[config.mk]
export PLATFORM = sky130hd
export DESIGN_NAME = sub32_serial
export DESIGN_NICKNAME = d
export VERILOG_FILES = /design/src/rtl/sub_pkg.sv /design/src/rtl/sub4.sv /design/src/rtl/sub32_serial.sv
export SDC_FILE = /design/constraint.sdc
export NUM_CORES = 1
export LEC_CHECK = 0
export CAP_MARGIN = 20
export CORE_MARGIN = 2
export CORE_UTILIZATION = 49
export CTS_BUF_LIST = sky130_fd_sc_hd__clkbuf_4
export DETAILED_ROUTE_END_ITERATION = 6
export PLACE_DENSITY_LB_ADDON = 0.25
export REMOVE_ABC_BUFFERS = 1
export SETUP_SLACK_MARGIN = 0.2
export SKIP_CTS_REPAIR_TIMING = 1
export SLEW_MARGIN = 5
export SYNTH_ARGS = -nofsm -noshare
export SYNTH_HDL_FRONTEND = slang
export SYNTH_HIERARCHICAL = 1
export SYNTH_SLANG_ARGS = --single-unit
export TNS_END_PERCENT = 50
[constraint.sdc]
create_clock -name clk -period 2.2 [get_ports clk]
set_input_delay 0.55 -clock clk [delete_from_list [all_inputs] [get_ports clk]]
set_output_delay 0.55 -clock clk [all_outputs]
set_load 0.03 [all_outputs]
[src/rtl/sub_pkg.sv]
// rtl/sub_pkg.sv - shared state encoding and nibble geometry for the serial subtractor
package sub_pkg;

    typedef enum logic [1:0] {
        IDLE = 2'd0,
        RUN  = 2'd1,
        DONE = 2'd2
    } state_t;

    localparam int NIB_W = 4;
    localparam int NIB_N = 8;

endpackage

[src/rtl/sub4.sv]
// rtl/sub4.sv - combinational 4-bit subtractor with borrow in/out
import sub_pkg::*;

module sub4 (
    input  logic [NIB_W-1:0] a,
    input  logic [NIB_W-1:0] b,
    input  logic             bi,
    output logic [NIB_W-1:0] d,
    output logic             bo
);

    logic [NIB_W:0] diff;

    // One extra bit: it goes high exactly when a < b + bi.
    always_comb begin
        diff = {1'b0, a} - {1'b0, b} - {{NIB_W{1'b0}}, bi};
        d    = diff[NIB_W-1:0];
        bo   = diff[NIB_W];
    end

endmodule

[src/rtl/sub32_serial.sv]
// rtl/sub32_serial.sv - 32-bit subtractor computing one nibble per cycle through a single sub4
import sub_pkg::*;

module sub32_serial (
    input  logic        clk,
    input  logic        rst,
    input  logic        start,
    input  logic [31:0] a,
    input  logic [31:0] b,
    input  logic        bi,
    output logic [31:0] d,
    output logic        bo,
    output logic        v,
    output logic        busy,
    output logic        done
);

    state_t state;
    state_t state_next;

    logic [31:0]             a_r;
    logic [31:0]             b_r;
    logic [31-NIB_W:0]       acc;
    logic                    brw;
    logic [2:0]              cnt;
    logic [NIB_W-1:0]        nib_d;
    logic                    nib_bo;
    logic                    last;
    logic                    accept;

    sub4 u_sub4 (
        .a  (a_r[NIB_W-1:0]),
        .b  (b_r[NIB_W-1:0]),
        .bi (brw),
        .d  (nib_d),
        .bo (nib_bo)
    );

    assign last   = (cnt == 3'(NIB_N - 1));
    assign accept = (state == IDLE) && start;
    assign busy   = (state == RUN);
    assign done   = (state == DONE);

    always_ff @(posedge clk) begin
        if (rst) begin
            state <= IDLE;
        end else begin
            state <= state_next;
        end
    end

    always_comb begin
        state_next = state;
        case (state)
            IDLE:    if (start) state_next = RUN;
            RUN:     if (last)  state_next = DONE;
            DONE:    state_next = IDLE;
            default: state_next = IDLE;
        endcase
    end

    // Operands shift right so the active nibble always sits at bit 0;
    // partial results collect in acc and only reach d when the last nibble is done.
    always_ff @(posedge clk) begin
        if (rst) begin
            a_r <= '0;
            b_r <= '0;
            acc <= '0;
            brw <= 1'b0;
            cnt <= '0;
            d   <= '0;
            bo  <= 1'b0;
            v   <= 1'b0;
        end else if (accept) begin
            a_r <= a;
            b_r <= b;
            brw <= bi;
            acc <= '0;
            cnt <= '0;
            d   <= '0;
            bo  <= 1'b0;
            v   <= 1'b0;
        end else if (state == RUN) begin
            a_r <= {{NIB_W{1'b0}}, a_r[31:NIB_W]};
            b_r <= {{NIB_W{1'b0}}, b_r[31:NIB_W]};
            acc <= {nib_d, acc[31-NIB_W:NIB_W]};
            brw <= nib_bo;
            if (last) begin
                d  <= {nib_d, acc};
                bo <= nib_bo;
                v  <= (a_r[NIB_W-1] != b_r[NIB_W-1]) && (nib_d[NIB_W-1] != a_r[NIB_W-1]);
            end else begin
                cnt <= cnt + 3'd1;
            end
        end
    end

endmodule
[After elaboration in Yosys (flattened, before gate mapping)]
Cells that the tools add are included.
Word-level totals
  bits in latches: 0
  output and inout port bits: 36
  bits of input ports: 68
  memory bits (read-only): 0
  register bits after elaboration: 132
  memories kept: 0
  bits in writable memories: 0
  word-level logic and storage cells: 37
Operators by class
  multipliers: 0
  reduce and logical (&&, ||, !) cells: 8
  mux-type cells: 9
  shifts and indexed selects: 0
  add/sub/neg operators: 3
  bitwise operators: 1
  equal/unequal tests: 7
  $lt $le $gt $ge: 0
  divide/modulo/power cells: 0
Operators by type and width (count)
  $mux 32: 4
  $reduce_and 2->1: 3
  $sub 4x4->5: 1
  $sub 5x1->5: 1
  $mux 2: 2
  $pmux 2 s2: 1
  $add 3x1->3 const B: 1
  $eq 3x3->1 const B: 1
  $eq 2x1->1 const B: 1
  $eq 2x2->1 const B: 1
  $logic_and 1x1->1: 2
  $logic_not 2->1: 1
  $mux 1: 2
  $ne 1x1->1: 2
  $ne 2x1->1 const B: 1
  $ne 2x2->1 const B: 1
  $reduce_bool 2->1: 1
  $reduce_or 2->1: 1
  $not 1->1: 1

[Logic depth before layout (Yosys ltp)]
Gate-level depths: netlist of run 1.
  depth after elaboration: 4
  mapped depth: 10
  gate-level depth less buffers: 10

[Hierarchy]
The synthesis of run 1 kept the hierarchy.
Modules (own cells, without submodules)
  sub32_serial: area each 5582.9 um^2, times used 1, seq. area each 2642.5 um^2, cells each 660
  sub4: area each 207.7 um^2, times used 1, seq. area each 0.0 um^2, cells each 24

[Worst setup path after synthesis of run 1]
Ideal clock, no wire load.
  kind: register to register
  start point: register b_r[0]
  end point: register brw
  path buffers: 0
  path slack: 0.182 ns
  arrival time: 1.940 ns
  period minus slack after synthesis: 2.018 ns
  library setup time: 0.078 ns
  required time: 2.122 ns
  stages on the path, launching flop included: 10
  cells stage by stage: dfxtp_1 inv_1 fa_1 fa_1 nand2b_1 a21oi_2 xor2_1 nand2b_1 a21oi_1 nor3_1
Between the ends
  word-level cells in the longest chain between the ends: 4
RTL lines
  start: declaration: line sub32_serial.sv:22  | logic [31:0] b_r;
  start signal: assignment: line sub32_serial.sv:85  | b_r <= {{NIB_W{1'b0}}, b_r[31:NIB_W]};
  $sub 4x4->5: line sub4.sv:16  | diff = {1'b0, a} - {1'b0, b} - {{NIB_W{1'b0}}, bi};
  $sub 5x1->5: line sub4.sv:16
  named net nib_bo: line sub32_serial.sv:27  | logic nib_bo;
  $mux 1: line sub32_serial.sv:83  | end else if (state == RUN) begin
  $mux 1: line sub32_serial.sv:74  | end else if (accept) begin
  end signal: assignment: line sub32_serial.sv:77  | brw <= bi;
  end signal: assignment: line sub32_serial.sv:87  | brw <= nib_bo;
  end: declaration: line sub32_serial.sv:24  | logic brw;
The timed path passes the listed nets, and every way through them passes these cells. The select of a mux whose other input is x is not followed.
A chain may end at the register's enable or synchronous reset.

[Final worst setup path of run 1]
  start point: register d[15]
  end point: output d[15]
RTL lines
  start: declaration: line sub32_serial.sv:11  | output logic [31:0] d,
  start signal: assignment: line sub32_serial.sv:89  | d <= {nib_d, acc};
No word-level cell between the ends.

==> results of run 1 <==
-- metrics by stage --
stage	cell area, µm²	worst slack, ns
finish	7300	0.104
global route	7300	0.0253
CTS	7120	-0.226
detailed placement	6880	0.0415
global placement	6880	0.103
floorplan	5440	-1.95
-- registers in the layout (all words and copies together) (netlist names) --
register / cells
b_r: 32
state: 2
a_r: 32
d: 32
bo: 1
acc: 28
v: 1
brw: 1
cnt: 3
-- layer usage --
layer | wire, µm | vias to the layer above | GRT usage, %
li1 | - | 2472 | -
met1 | 5470 | 2229 | 23.8
met2 | 6290 | 117 | 34.2
met3 | 564 | 11 | 4.07
met4 | 155 | 0 | 7.15
met5 | 0 | - | 0
-- cells by family (layout without fill, tap and decap cells) --
group,count (synthesis),count (layout),synth area share (%)
adders and majority gates,10,10,2.42
xor gates and xnor gates,5,5,0.756
DFF,132,132,45.6
buffers and inverters,65,170,6.63
and+or+nand+nor,289,289,22.8
AOI/OAI and AO/OA,183,183,21.7
-- where the power goes --
| part | internal [mW] | switching (mW) |
|---|---|---|
| registers | 2.51 | 0.0655 |
| logic | 0.425 | 0.466 |
| clock network | 0.577 | 0.857 |
-- worst max-delay path by stage --
stage,to,slack [ns]
after global placement,a_r[0]$_SDFFE_PP0P_,0.10
after global routing,d[28],0.03
after CTS,done,-0.23
after detailed placement,brw$_SDFFE_PP0P_,0.04
after floorplan,v$_SDFFE_PP0P_,-1.95
final,d[15],0.10
-- layout by cell type (no fill, tap or decap), types with 15 or more instances in the layout --
cell type,n
a211oi_2,42
a21oi_1,127
buf_4,19
clkbuf_4,20
clkdlybuf4s50_1,86
dfxtp_1,128
dlymetal6s2s_1,15
nand2_1,179
nor2_1,23
nor2_2,40
-- final cells by class --
| type | count | area [µm²] | share of cell area, % |
|---|---|---|---|
| Multi-Input combinational cell | 487 | 2830 | 38.8 |
| Sequential cell | 132 | 2650 | 36.3 |
| Timing Repair Buffer | 129 | 1360 | 18.6 |
| Tap cell | 143 | 179 | 2.45 |
| Clock buffer | 20 | 150 | 2.06 |
| Clock inverter | 12 | 90.1 | 1.23 |
| Inverter | 9 | 38.8 | 0.531 |
-- synthesized netlist by cell type --
cell type / number / area share [%]
a21oi_2: 1 / 0.15
nor2b_1: 1 / 0.11
a211oi_1: 7 / 0.91
buf_4: 17 / 2.2
dfxtp_1: 132 / 46
ha_1: 8 / 1.7
nand2_1: 180 / 12
a211oi_2: 42 / 9.1
or3b_1: 1 / 0.15
o21ai_0: 1 / 0.086
nand3_1: 8 / 0.69
nand3b_1: 3 / 0.39
o21ba_2: 1 / 0.17
fa_1: 2 / 0.69
buf_2: 19 / 1.6
nor3b_2: 2 / 0.43
inv_2: 1 / 0.065
nand2b_1: 12 / 1.3
nor2_1: 23 / 1.5
nor3_1: 9 / 0.78
nor2_2: 40 / 4.3
a21oi_1: 129 / 11
xor2_1: 4 / 0.60
buf_6: 7 / 1.4
and3b_1: 1 / 0.15
o21ai_1: 2 / 0.17
xnor2_1: 1 / 0.15
inv_1: 8 / 0.52
clkbuf_1: 13 / 0.84
or3b_2: 9 / 1.4
==> impl_metrics.env, run 1 <==
export IMPL_cpPeakStageDelay_ns=0.67
export IMPL_fin_crit_ns=2.10
export IMPL_min_to="d[1]$_SDFFE_PP0P_"
export IMPL_ios=104
export IMPL_grt_pass1_wl_um=20500
export IMPL_hold_viol_final=0
export IMPL_outcome="complete, no violations"
export IMPL_setup_viol_count_final=0
export IMPL_netlist_area_mm2=0.00579
export IMPL_yosys_warnings=6
export IMPL_area_growth_pct=26.1
export IMPL_std_cell_rows=39
export IMPL_path_class="reg -> out"
export IMPL_wl_per_cell_um=13.4
export IMPL_grt_max_degree=68
export IMPL_post_route_period_util_pct=95.3
export IMPL_synth_distinct_cells=30
export IMPL_cp_num_buf_inv=1
export IMPL_syn_avg_cell_area_um2=8.47
export IMPL_core_area_mm2=0.0115
export IMPL_timing_rr_start="brw$_SDFFE_PP0P_"
export IMPL_hpwl_um=8230
export IMPL_maxSlewHeadroom_pct=64.8
export IMPL_clock_latency_ns=0.52
export IMPL_drive_gt1_share_pct=21.7
export IMPL_gp_congestion=0.836
export IMPL_utilization_pct=63.7
export IMPL_dieWidth_um=113
export IMPL_synthCells=684
export IMPL_cp_slowest_cell="clkdlybuf4s50_1"
export IMPL_clk_pin_slew_ns=0.11
export IMPL_reg2regPathDepth=10
export IMPL_fmax_mhz=477
export IMPL_reg2reg_slack_ns=0.14
export IMPL_grt_pass1_vias=4593
export IMPL_vias=4829
export IMPL_hp_class="reg -> reg"
export IMPL_seq_area_frac_synth_pct=45.6
export IMPL_nets=854
export IMPL_synth_seq_cells=132
export IMPL_cap_violations=0
export IMPL_drv_slew=0
export IMPL_wl_um=12500
export IMPL_start_kind="register"
export IMPL_leakagePower_nw=2.76
export IMPL_rsz0062_at_grt="true"
export IMPL_ctsHtreeMaxLevel=4
export IMPL_worst_slew_pin_slew_ns=0.528
export IMPL_fp_dieH_um=113
export IMPL_fill_cells=997
export IMPL_cp_required_ns=1.65
export IMPL_critical_path_depth=1
export IMPL_initial_core_util_pct=50.5
export IMPL_endpoint_kind="output pin"
export IMPL_clock_skew_ns=0.0127
export IMPL_cts_buffers_inserted=17
export IMPL_antenna_found_initial=0
export IMPL_cp_startpoint="d[15]$_SDFFE_PP0P_"
export IMPL_fin_cells=932
export IMPL_final_antenna_net_count=0
export IMPL_drc=0
export IMPL_r2r_end="v$_SDFFE_PP0P_"
export IMPL_drtIter0Drc=250
export IMPL_hold_depth=2
export IMPL_port_buffers=103
export IMPL_cts_sinks=132
export IMPL_path_max_fanout=2
export IMPL_min_from="acc[1]$_SDFFE_PP0P_"
export IMPL_ir_drop_mv=0.296
export IMPL_critical_path_top_delay_family="buffers and inverters"
export IMPL_dieArea_mm2=0.0127
export IMPL_grt_overflow=0
export IMPL_tritoncts="built"
export IMPL_hold_worst_slack_ns=0.459
export IMPL_crit_arrival_ns=1.55
export IMPL_tns_ns=0
export IMPL_grt_use_total_pct=19.6
export IMPL_firstDrtPassIters=4
export IMPL_vias_per_cell=5.18
export IMPL_place_inst=894
export IMPL_clockBufferDepth=2
export IMPL_power_total_mw=4.90
export IMPL_path_cells="clkdlybuf4s50_1"
export IMPL_power_density_mw_per_mm2=671
export IMPL_n_antenna_cell=0
export IMPL_root_buffer="clkbuf_4"
No activity file was read; power rests on OpenSTA's default activity.
==> inputs of run 2 (changes only) <==
--- a/config.mk
+++ b/config.mk
@@ -13,7 +13,6 @@
 export PLACE_DENSITY_LB_ADDON = 0.25
 export REMOVE_ABC_BUFFERS = 1
 export SETUP_SLACK_MARGIN = 0.2
-export SKIP_CTS_REPAIR_TIMING = 1
 export SLEW_MARGIN = 5
 export SYNTH_ARGS = -nofsm -noshare
 export SYNTH_HDL_FRONTEND = slang
==> run 2 against run 1 <==
Global-route usage increased by 0.41 points. Clock skew decreased by 0.00076 ns. Fmax is 0.50% higher. Worst hold slack is essentially flat. Clock-buffer cell count stayed put. Routed wire length decreased by 0.63%. Clock power barely moved. Non-clock buffer count fell by 2. Sequential share of layout area increased by 0.25 points. First-iteration DRC count down 8.0%. Design area down 0.79%. Largest power group unchanged.
==> impl_metrics.env, run 2 (synthesis gave the netlist of run 1 again) <==
export IMPL_ctsHtreeMaxLevel=4
export IMPL_maxSlewHeadroom_pct=65.1
export IMPL_multi_input_area_mm2=0.00284
export IMPL_n_antenna_cell=0
export IMPL_grt_pass1_wl_um=20900
export IMPL_drtIter0Drc=230
export IMPL_area_growth_pct=25.1
export IMPL_fp_dieH_um=113
export IMPL_setup_viol_count_final=0
export IMPL_clock_latency_ns=0.52
export IMPL_power_density_mw_per_mm2=677
export IMPL_final_antenna_net_count=0
export IMPL_hp_class="reg -> reg"
export IMPL_clockBufferDepth=2
export IMPL_drc=0
export IMPL_tns_ns=0
export IMPL_nets=852
export IMPL_tritoncts="built"
export IMPL_endpoint_kind="register"
export IMPL_firstDrtPassIters=4
export IMPL_drv_slew=0
export IMPL_fin_crit_ns=2.09
export IMPL_cap_violations=0
export IMPL_hold_viol_final=0
export IMPL_root_buffer="clkbuf_4"
export IMPL_clock_skew_ns=0.0120
export IMPL_path_max_fanout=3
export IMPL_vias_per_cell=5.23
export IMPL_wl_um=12400
export IMPL_grt_max_degree=68
export IMPL_start_kind="register"
export IMPL_outcome="complete, no violations"
export IMPL_fill_cells=995
export IMPL_path_class="reg -> reg"
export IMPL_clk_pin_slew_ns=0.11
export IMPL_gp_congestion=0.836
export IMPL_vias=4861
export IMPL_rsz0062_at_grt="true"
export IMPL_cp_required_ns=2.64
export IMPL_leakagePower_nw=2.69
export IMPL_cts_buffers_inserted=17
export IMPL_power_total_mw=4.90
export IMPL_register_area_mm2=0.00265
export IMPL_ir_drop_mv=0.293
export IMPL_worst_slew_pin_slew_ns=0.523
export IMPL_std_cell_rows=39
export IMPL_final_common_cell="nand2_1"
export IMPL_hpwl_um=8230
export IMPL_dieArea_mm2=0.0127
export IMPL_drive_gt1_share_pct=22.0
export IMPL_port_buffers=103
export IMPL_antenna_found_initial=0
export IMPL_crit_arrival_ns=2.52
export IMPL_wl_per_cell_um=13.3
export IMPL_final_cell_mix="nand2_1 (178), dfxtp_1 (128), a21oi_1 (127), clkdlybuf4s50_1 (76), a211oi_2 (42)"
export IMPL_grt_overflow=0
export IMPL_grt_pass1_vias=4609
export IMPL_cts_sinks=132
export IMPL_ios=104
export IMPL_dieWidth_um=113
export IMPL_initial_core_util_pct=50.5
export IMPL_post_route_period_util_pct=94.8
export IMPL_core_area_mm2=0.0115
export IMPL_grt_use_total_pct=20.0
export IMPL_fmax_mhz=479
export IMPL_reg_top3="a_r x32, b_r x32, d x32"
[run 2: layer usage]
| layer | track usage, % | up-vias | share of wire, % |
|---|---|---|---|
| met5 | 0 | - | 0 |
| met4 | 7.24 | 0 | 1.3 |
| met2 | 34.4 | 148 | 50 |
| met1 | 24.8 | 2229 | 44 |
| met3 | 4.07 | 13 | 5.2 |
| li1 | - | 2471 | - |
[run 2: area by class of cell]
class / count / area share (%)
Sequential cell: 132 / 36.6
Clock buffer: 20 / 2.07
Tap cell: 143 / 2.47
Multi-Input combinational cell: 487 / 39.2
Inverter: 9 / 0.501
Clock inverter: 12 / 1.24
Timing Repair Buffer: 127 / 18.0
[run 2: where the power goes]
group          total (mW)  switching (mW)  internal (mW)
clock                1.44           0.858          0.577
sequential           2.57          0.0647           2.51
combinational       0.898           0.468          0.430
total                4.90            1.39           3.51
[run 2: what timing repair did]
| item | 4_1_cts | 5_1_grt |
|---|---|---|
| cloned | 1 | 0 |
| gates resized for setup | 30 | 23 |
| hold buffers | 0 | 0 |
| endpoints found under the setup margin | 41 | 24 |
| pin swaps | 5 | 5 |
| setup buffers | 3 | 0 |
[run 2: critical path: stages (launching register included)]
cell and delay [ns]:
dfxtp_2 0.35, inv_2 0.05, fa_2 0.55, inv_2 0.05, ha_4 0.15, o21ai_2 0.10, nand3b_1 0.13, xor2_2 0.21
nor2_1 0.10, a21oi_1 0.07, a211oi_1 0.25
[run 2: final timing paths]
kind | from | to | slack [ns] | depth (start not counted)
min | acc[1]$_SDFFE_PP0P_ | d[1]$_SDFFE_PP0P_ | 0.46 | 2
max | b_r[0]$_SDFFE_PP0P_ | v$_SDFFE_PP0P_ | 0.11 | 10
min reg2reg | acc[1]$_SDFFE_PP0P_ | d[1]$_SDFFE_PP0P_ | 0.46 | 2
max reg2reg | b_r[0]$_SDFFE_PP0P_ | v$_SDFFE_PP0P_ | 0.11 | 10
[run 2: per-stage QoR]
stage	hold slack (ns)	util, %	setup WS [ns]	instances	instance area (µm²)
2_1_floorplan	0.432	-	-1.95	628	5440
3_3_place_gp	0.441	60.0	0.103	894	6880
3_5_place_dp	0.445	60.0	0.0415	894	6880
4_1_cts	0.459	62.7	0.0462	930	7180
5_1_grt	0.478	63.2	0.0173	930	7240
6_report	0.459	63.2	0.114	930	7240
==> inputs of run 3 (changes only) <==
--- a/config.mk
+++ b/config.mk
@@ -9,10 +9,10 @@
 export CORE_MARGIN = 2
 export CORE_UTILIZATION = 49
 export CTS_BUF_LIST = sky130_fd_sc_hd__clkbuf_4
+export CTS_CLUSTER_SIZE = 10
 export DETAILED_ROUTE_END_ITERATION = 6
 export PLACE_DENSITY_LB_ADDON = 0.25
 export REMOVE_ABC_BUFFERS = 1
-export SETUP_SLACK_MARGIN = 0.2
 export SLEW_MARGIN = 5
 export SYNTH_ARGS = -nofsm -noshare
 export SYNTH_HDL_FRONTEND = slang
==> run 3 against run 2 <==
Global-route usage is 0.40 points lower. Combinational power fell by 6.8%. Fmax fell by 1.1%. Total power shrank 1.4%. First-iteration DRC count grew 9.1%. Register-to-register slack improved by 0.03 ns. Clock skew fell by 0.00081 ns. Utilization down 0.95 points. Routed wire length shrank 2.3%. Die area did not move. Via count shrank 1.5%. Critical path type is now reg -> out.
==> impl_metrics.env, run 3 (synthesis gave the netlist of run 1 again) <==
export IMPL_dieWidth_um=113
export IMPL_ios=104
export IMPL_drc=0
export IMPL_path_class="reg -> out"
export IMPL_maxSlewHeadroom_pct=64.8
export IMPL_cts_buffers_inserted=17
export IMPL_nets=849
export IMPL_hold_viol_final=0
export IMPL_timing_rr_start="b_r[0]$_SDFFE_PP0P_"
export IMPL_outcome="complete, no violations"
export IMPL_gp_congestion=0.836
export IMPL_drive_gt1_share_pct=19.6
export IMPL_drv_slew=0
export IMPL_grt_max_degree=68
export IMPL_drtIter0Drc=251
export IMPL_path_cells="clkdlybuf4s50_1"
export IMPL_grt_pass1_wl_um=20500
export IMPL_clock_latency_ns=0.52
export IMPL_reg_top3="a_r x32, b_r x32, d x32"
export IMPL_utilization_pct=62.2
export IMPL_grt_overflow=0
export IMPL_start_kind="register"
export IMPL_critical_path_top_delay_family="buffers and inverters"
export IMPL_initial_core_util_pct=50.5
export IMPL_firstDrtPassIters=5
export IMPL_clockBufferDepth=2
export IMPL_postLayoutCellArea_mm2=0.00713
export IMPL_reg2reg_slack_ns=0.14
export IMPL_ir_drop_mv=0.293
export IMPL_grt_pass1_vias=4593
export IMPL_cp_slowest_cell="clkdlybuf4s50_1"
export IMPL_placed_area_mm2=0.00688
export IMPL_hold_depth=2
export IMPL_min_from="acc[1]$_SDFFE_PP0P_"
export IMPL_endpoint_kind="output pin"
export IMPL_min_to="d[1]$_SDFFE_PP0P_"
export IMPL_grt_use_total_pct=19.6
export IMPL_core_area_mm2=0.0115
export IMPL_top_usage_layer="met2"
export IMPL_power_density_mw_per_mm2=678
export IMPL_globalRouteMet1Util_pct=23.8
export IMPL_final_common_cell="nand2_1"
export IMPL_post_route_period_util_pct=95.9
export IMPL_port_buffers=103
export IMPL_holdBufCountCts=0
export IMPL_reg2regPathDepth=10
export IMPL_clk_pin_slew_ns=0.11
export IMPL_r2r_end="v$_SDFFE_PP0P_"
export IMPL_dieArea_mm2=0.0127
export IMPL_vias=4790
export IMPL_use_met3_pct=4.07
export IMPL_hold_worst_slack_ns=0.459
export IMPL_clock_skew_ns=0.0112
export IMPL_final_cell_mix="nand2_1 (180), dfxtp_1 (130), a21oi_1 (129), clkdlybuf4s50_1 (99), a211oi_2 (42)"
export IMPL_fin_ws_ns=0.0903
export IMPL_cpPeakStageDelay_ns=0.68
export IMPL_final_antenna_net_count=0
export IMPL_cap_violations=0
export IMPL_cp_num_buf_inv=1
export IMPL_wl_um=12100
export IMPL_n_antenna_cell=0
export IMPL_root_buffer="clkbuf_4"
export IMPL_cp_required_ns=1.65
export IMPL_crit_arrival_ns=1.56
export IMPL_area_growth_pct=23.2
export IMPL_fin_crit_ns=2.11
export IMPL_vias_per_cell=5.17
export IMPL_dpl_worst_slack_ns=0.0415
export IMPL_hpwl_um=8230
export IMPL_fp_dieH_um=113
export IMPL_cts_sinks=132
export IMPL_ctsHtreeMaxLevel=4
export IMPL_wl_per_cell_um=13.1
export IMPL_antenna_found_initial=0
export IMPL_hp_class="reg -> reg"
export IMPL_leakagePower_nw=2.45
export IMPL_fmax_mhz=474
export IMPL_worst_slew_pin_slew_ns=0.528
export IMPL_setup_viol_count_final=0
export IMPL_std_cell_rows=39
export IMPL_grtUsageMet2_pct=34.2
export IMPL_path_max_fanout=2
export IMPL_tritoncts="built"
[run 3: cell types whose count changed in the layout (fill, tap and decap cells not counted), moves of 3 or more]
| cell | previous run | this run |
|---|---|---|
| clkdlybuf4s50_1 | 76 | 99 |
| dlygate4sd2_1 | 17 | 1 |
| dlymetal6s2s_1 | 7 | 1 |
| inv_1 | 5 | 8 |
[run 3: per-layer routing]
layer	wire length (µm)	up-vias
met4	192	0
met5	0	-
met3	536	18
met2	5960	116
li1	-	2463
met1	5420	2193
[run 3: power breakdown]
part | internal (mW) | switching, mW
Clock | 0.577 | 0.854
Combinational | 0.396 | 0.441
Sequential | 2.51 | 0.0613
[run 3: worst min-delay path, cell delays in order (launching register included)]
cell     delay, ns
dfxtp_1       0.32
nand2_1       0.05
a21oi_1       0.05
[run 3: cell type report]
type	instances	area, µm²
fill	1025	4330
multi-input combinational	487	2790
sequential	132	2650
timing repair buffer	124	1250
tap	143	179
clock buffer	20	150
clock inverter	12	90.1
inverter	9	33.8
[run 3: worst max-delay path by stage]
stage | startpoint | end | slack, ns | cells after the start
after floorplan | state[0]$_SDFFE_PP0P_ | v$_SDFFE_PP0P_ | -1.95 | 3
after global placement | start | a_r[0]$_SDFFE_PP0P_ | 0.10 | 5
after detailed placement | b_r[0]$_SDFFE_PP0P_ | brw$_SDFFE_PP0P_ | 0.04 | 9
after CTS | b_r[0]$_SDFFE_PP0P_ | brw$_SDFFE_PP0P_ | 0.02 | 9
after global routing | a_r[0]$_SDFFE_PP0P_ | brw$_SDFFE_PP0P_ | -0.02 | 8
final | v$_SDFFE_PP0P_ | v | 0.09 | 1
[run 3: repair_timing]
action                                  4_1_cts  5_1_grt
pin swaps                                     0        2
resized for setup                             1        6
setup buffers                                 0        1
endpoints found under the setup margin        1        4
[run 3: metrics by stage]
stage / setup TNS, ns / total power [mW] / cells
finish: 0 / 4.84 / 927
global route: -0.0156 / 5.09 / 927
CTS: 0 / 4.86 / 926
detailed placement: 0 / 3.45 / 894
global placement: 0 / 3.42 / 894
floorplan: -194.95 / 3.10 / 628
